**src/rtl/mem_arbiter.sv**
```systemverilog
// ---------------------------------------------------------------------------
// mem_arbiter
//
// Shares the single program/data memory of the 16-bit processor between two
// requesters: port 0 is the core (instruction fetch and LOAD/STORE), port 1
// is the program loader / debug port. Arbitration is round-robin, with an
// optional per-port lock that lets the most recent winner keep the memory for
// an atomic read-modify-write sequence. Only one transaction is in flight at
// a time; reads hold the arbiter in WAIT until the memory macro returns data.
//
// Parameters
//   ADDR_W   memory address width
//   DATA_W   memory word width (16-bit data is zero-extended by requesters)
//   RD_LAT   memory read latency in cycles, 1..4
//
// Ports
//   clk, rst                 system clock, synchronous active-high reset
//   pN_req/we/addr/wdata     port N request and its fields (N = 0, 1); the
//                            fields are sampled only in the grant cycle
//   pN_lock                  port N keeps ownership while high and requesting
//   pN_gnt                   port N accepted this cycle (combinational)
//   pN_rvalid                port N read data valid, one-cycle pulse
//   pN_rdata                 port N read data, holds last returned value
//   p0_stall                 core pipeline hold: p0_req and no p0_gnt
//   mem_en/we/addr/wdata     memory access strobe and fields, all zero when
//                            no grant is issued
//   mem_rdata                memory read data, valid RD_LAT cycles after issue
// ---------------------------------------------------------------------------
module mem_arbiter #(
  parameter int ADDR_W = 16,
  parameter int DATA_W = 26,
  parameter int RD_LAT = 1
) (
  input  logic              clk,
  input  logic              rst,

  input  logic              p0_req,
  input  logic              p0_we,
  input  logic [ADDR_W-1:0] p0_addr,
  input  logic [DATA_W-1:0] p0_wdata,
  input  logic              p0_lock,
  output logic              p0_gnt,
  output logic              p0_rvalid,
  output logic [DATA_W-1:0] p0_rdata,
  output logic              p0_stall,

  input  logic              p1_req,
  input  logic              p1_we,
  input  logic [ADDR_W-1:0] p1_addr,
  input  logic [DATA_W-1:0] p1_wdata,
  input  logic              p1_lock,
  output logic              p1_gnt,
  output logic              p1_rvalid,
  output logic [DATA_W-1:0] p1_rdata,

  output logic              mem_en,
  output logic              mem_we,
  output logic [ADDR_W-1:0] mem_addr,
  output logic [DATA_W-1:0] mem_wdata,
  input  logic [DATA_W-1:0] mem_rdata
);

  typedef enum logic {
    IDLE = 1'b0,
    WAIT = 1'b1
  } state_t;

  state_t     state;
  // Port that won the most recent grant; 1 out of reset so port 0 goes first.
  logic       last;
  // Port whose read is currently in flight.
  logic       owner;
  logic [2:0] wait_cnt;
  logic       any_gnt;

  // Winner selection. Grants are only possible in IDLE. With both ports
  // requesting, the previous winner keeps the memory if it holds its lock;
  // otherwise the port that did not win last time is served. A lock raised by
  // the other port is ignored because that port is not `last`.
  always_comb begin
    p0_gnt = 1'b0;
    p1_gnt = 1'b0;
    if (state == IDLE) begin
      if (p0_req && p1_req) begin
        if (!last && p0_lock) begin
          p0_gnt = 1'b1;
        end else if (last && p1_lock) begin
          p1_gnt = 1'b1;
        end else if (last) begin
          p0_gnt = 1'b1;
        end else begin
          p1_gnt = 1'b1;
        end
      end else if (p0_req) begin
        p0_gnt = 1'b1;
      end else if (p1_req) begin
        p1_gnt = 1'b1;
      end
    end
  end

  assign any_gnt  = p0_gnt | p1_gnt;
  assign p0_stall = p0_req & ~p0_gnt;

  // Memory command is driven straight from the winning port in the grant
  // cycle and forced to zero otherwise, so the macro sees a clean idle bus.
  always_comb begin
    mem_en    = 1'b0;
    mem_we    = 1'b0;
    mem_addr  = '0;
    mem_wdata = '0;
    if (p0_gnt) begin
      mem_en    = 1'b1;
      mem_we    = p0_we;
      mem_addr  = p0_addr;
      mem_wdata = p0_wdata;
    end else if (p1_gnt) begin
      mem_en    = 1'b1;
      mem_we    = p1_we;
      mem_addr  = p1_addr;
      mem_wdata = p1_wdata;
    end
  end

  // Sequencing FSM. A write completes in its grant cycle, so IDLE can grant
  // again next cycle. A read loads the latency counter and waits; the word is
  // captured on the edge where the counter reads 1 (end of cycle issue+RD_LAT)
  // and the rvalid pulse lands on the following cycle, which is already IDLE.
  // Reset drops any read in flight without producing rvalid for it.
  always_ff @(posedge clk) begin
    if (rst) begin
      state     <= IDLE;
      last      <= 1'b1;
      owner     <= 1'b0;
      wait_cnt  <= '0;
      p0_rvalid <= 1'b0;
      p1_rvalid <= 1'b0;
      p0_rdata  <= '0;
      p1_rdata  <= '0;
    end else begin
      p0_rvalid <= 1'b0;
      p1_rvalid <= 1'b0;
      case (state)
        IDLE: begin
          if (any_gnt) begin
            last <= p1_gnt;
            if (!mem_we) begin
              state    <= WAIT;
              wait_cnt <= 3'(RD_LAT);
              owner    <= p1_gnt;
            end
          end
        end
        WAIT: begin
          wait_cnt <= wait_cnt - 3'd1;
          if (wait_cnt == 3'd1) begin
            state <= IDLE;
            if (owner) begin
              p1_rvalid <= 1'b1;
              p1_rdata  <= mem_rdata;
            end else begin
              p0_rvalid <= 1'b1;
              p0_rdata  <= mem_rdata;
            end
          end
        end
        default: begin
          state <= IDLE;
        end
      endcase
    end
  end

endmodule

```
**config.mk**
```make
export PLATFORM = sky130hd
export DESIGN_NAME = mem_arbiter
export DESIGN_NICKNAME = d
export VERILOG_FILES = /design/src/rtl/mem_arbiter.sv
export SDC_FILE = /design/constraint.sdc
export NUM_CORES = 1
export LEC_CHECK = 0
export ABC_AREA = 0
export CORE_UTILIZATION = 35
export DETAILED_ROUTE_END_ITERATION = 7
export PLACE_DENSITY_LB_ADDON = 0.05
export REMOVE_ABC_BUFFERS = 1
export SYNTH_ARGS = -nofsm -noshare
export SYNTH_HDL_FRONTEND = slang
export SYNTH_SLANG_ARGS = --single-unit
export TNS_END_PERCENT = 5
```
**constraint.sdc**
```tcl
create_clock -name clk -period 7.43 [get_ports clk]
set_input_delay 2.229 -clock clk [delete_from_list [all_inputs] [get_ports clk]]
set_output_delay 2.229 -clock clk [all_outputs]
set_load 0.1 [all_outputs]
```
==> flow_metrics.tcl <==
set metrics [dict create \
    hold_buffers 0 \
    crit_fanout 23 \
    ys_seq_area_share_pct 44.6 \
    antenna_found_initial 0 \
    rsz0062_at_grt "no" \
    cts_buffers 9 \
    post_drt_wl_per_cell_microns 16.9 \
    cap_violations 0 \
    hp-class "reg2reg" \
    cts_max_level 3 \
    fin_area_sq_um 5500 \
    worst-path-buf-inv 3 \
    grt_overflow 0 \
    start_kind "primary input" \
    synthToLayoutAreaGrowth_pct 104 \
    multi_input_area_sq_um 1320 \
    synth_edf_count 0 \
    fin_crit_sh_pct 91.4 \
    startpoint "p1_req" \
    synth_cell_types 32 \
    post-place-cells 623 \
    gp_congestion 0.847 \
    path_cells "clkdlybuf4s50_1 -> o31ai_4 -> nor2_2 -> buf_4 -> a22o_1 -> buf_12" \
    syn_inst 330 \
    drive_gt1_share_pct 15.6 \
    clockRootBuffer "clkbuf_8" \
    placedInstanceArea_sq_um 5290 \
    die_area_sq_um 8060 \
    path_delay_family "buffers and inverters" \
    ys.warnings.count 0 \
    grt_usage_pct 26.7 \
    synthFlopType "dfxtp_1" \
    p_leak_nw 2.04 \
    hpwlAfterDp_microns 8220 \
    required_ns 5.20 \
    period_needed_ns 6.79 \
    detail_route.vias_per_cell 4.91 \
    synthArstFlopShare_pct 0 \
    setup-violations-final 0 \
    rrSetupSlack_ns 5.16 \
    critPathSlowestCell "nor2_2" \
    grt_max_degree 62 \
    num_vias 3137 \
    cts_tree "built" \
    path_class "in2out" \
    vdd_ir_drop_max_v 0.000149 \
    postRouteAntennaNets 0 \
    synth-seq-cells 60 \
    report.final.slew_viol_count 0 \
    wl_microns 10800 \
    use_met2_pct 48.7 \
    insertion_delay_ns 0.33 \
    hp-start "p1_rdata[10]$_SDFFE_PP0P_" \
    coreArea_sq_um 7330 \
    powerDensity_nw_per_um2 218 \
    numClockSinks 60 \
    grt_pass1_wl_microns 17000 \
    dieWidth_microns 89.8 \
    hold_violations 0 \
    finalClockSkew_ns 0.00868 \
    fillers 534 \
    grt_util_met3_pct 6.35 \
    clk_path_buf_depth 2 \
    hold_ws_ns 0.454 \
    remaining_drc_errors 0 \
    synth_area_sq_um 2700 \
    grt-busiest-layer "met2" \
    relSlewSlack_pct 24.0 \
    cp.arrival_ns 4.56 \
    grt_pass1_vias 3042 \
    worst_pin_slew_ns 1.14 \
    cp-end-kind "output pin" \
    fin_nets 655 \
    max_stage_delay_ns 0.72 \
    area.sequential_sq_um 1200 \
    syn-mean-instance-area_sq_um 8.17 \
    die_y_microns 89.8 \
    status "complete, no violations" \
    io_buffers 218 \
    antenna_cells 0 \
    cts_resized 0 \
    dr.pass1.iters 5 \
    cts_setup_buffers 0 \
    globalRouteMet1Util_pct 31.0 \
    clkTransAtPathRegs_ns 0.07 \
    drt_iter0_drc 151 \
    num_rows 31 \
    initial_core_util_pct 36.8 \
    stdcell_count 639 \
    fmax_mhz 147 \
    r2r_start "state$_SDFF_PP0_" \
    ioPinCount 219 \
]
[cells in the final DEF, fill, tap and decap left out, types with 2 or more instances in the layout]
cell,instances
a21oi_1,55
a22o_1,37
a22o_2,5
and2_1,2
buf_12,44
buf_4,6
clkbuf_8,10
clkdlybuf4s50_1,170
clkinv_2,2
clkinvlp_4,2
dfxtp_1,60
ha_1,2
inv_1,4
nand2_1,106
nand2b_1,3
nor2_1,9
nor2_2,2
o21ai_0,2
[path summary, 6_finish.rpt]
check,cells past startpoint,to
min reg2reg,2,p1_rdata[10]$_SDFFE_PP0P_
min,2,p1_rdata[10]$_SDFFE_PP0P_
max,6,mem_wdata[20]
max reg2reg,4,p0_rdata[2]$_SDFFE_PP0P_
[logic make-up (layout without fill, tap and decap cells)]
kind of cell | after synthesis | in the layout | synth area share (%)
buffers and inverters | 32 | 242 | 6.64
flip-flops | 60 | 60 | 44.6
AO/OA/AOI/OAI | 109 | 109 | 28.4
adder cells (fa/ha/maj) | 2 | 2 | 0.928
AND/OR/NAND/NOR | 127 | 127 | 19.5
[state kept, by name, summed over array words and instances (netlist names)]
| register | count |
|---|---|
| last | 1 |
| owner | 1 |
| p0_rdata | 26 |
| p0_rvalid | 1 |
| p1_rdata | 26 |
| p1_rvalid | 1 |
| state | 1 |
| wait_cnt | 3 |
[worst register-to-register path: stages, from the launching register on]
cell and delay (ns):
dfxtp_1 0.64, and3b_1 0.31, nor2b_2 0.92, nand2_1 0.14
a21oi_1 0.17
[synth_stat cells, types with 2 or more instances]
cell	n	area (sq um)
inv_1	4	15.0
o21ai_0	2	10.0
nor2_1	9	33.8
ha_1	2	25.0
clkbuf_1	8	30.0
buf_6	4	45.0
nand2_1	106	398
and2_1	2	12.5
buf_2	11	55.1
a22o_2	5	50.1
nor2_2	2	12.5
buf_4	4	30.0
a21oi_1	55	275
a22o_1	37	324
dfxtp_1	60	1200
nand2b_1	3	18.8
[area by class of cell]
| class | count | area share [%] |
|---|---|---|
| multi-input combinational | 238 | 24.0 |
| tap | 99 | 2.25 |
| clock inverter | 6 | 1.16 |
| clock buffer | 10 | 2.50 |
| inverter | 5 | 0.342 |
| sequential | 60 | 21.9 |
| timing repair buffer | 221 | 47.9 |
[report_power, final]
group | internal, mW | switching [mW] | total (mW)
Clock | 0.163 | 0.128 | 0.292
Combinational | 0.206 | 0.360 | 0.566
Sequential | 0.332 | 0.00864 | 0.341
[per-stage QoR]
step | utilization, % | setup TNS (ns) | worst slack [ns] | power [mW]
floorplan | - | -0.0161 | -0.0161 | 0.681
global placement | 72.2 | 0 | 0.731 | 0.911
detailed placement | 72.2 | 0 | 0.662 | 0.915
CTS | 75.0 | 0 | 0.647 | 1.21
global route | 75.0 | 0 | 0.513 | 1.23
finish | 75.0 | 0 | 0.637 | 1.20
[per-layer routing]
layer	routed length [microns]	vias to the layer above
met2	5600	131
met3	657	17
li1	-	1542
met5	0	-
met1	4330	1447
met4	204	0
Power figures use the tool's default switching activity.
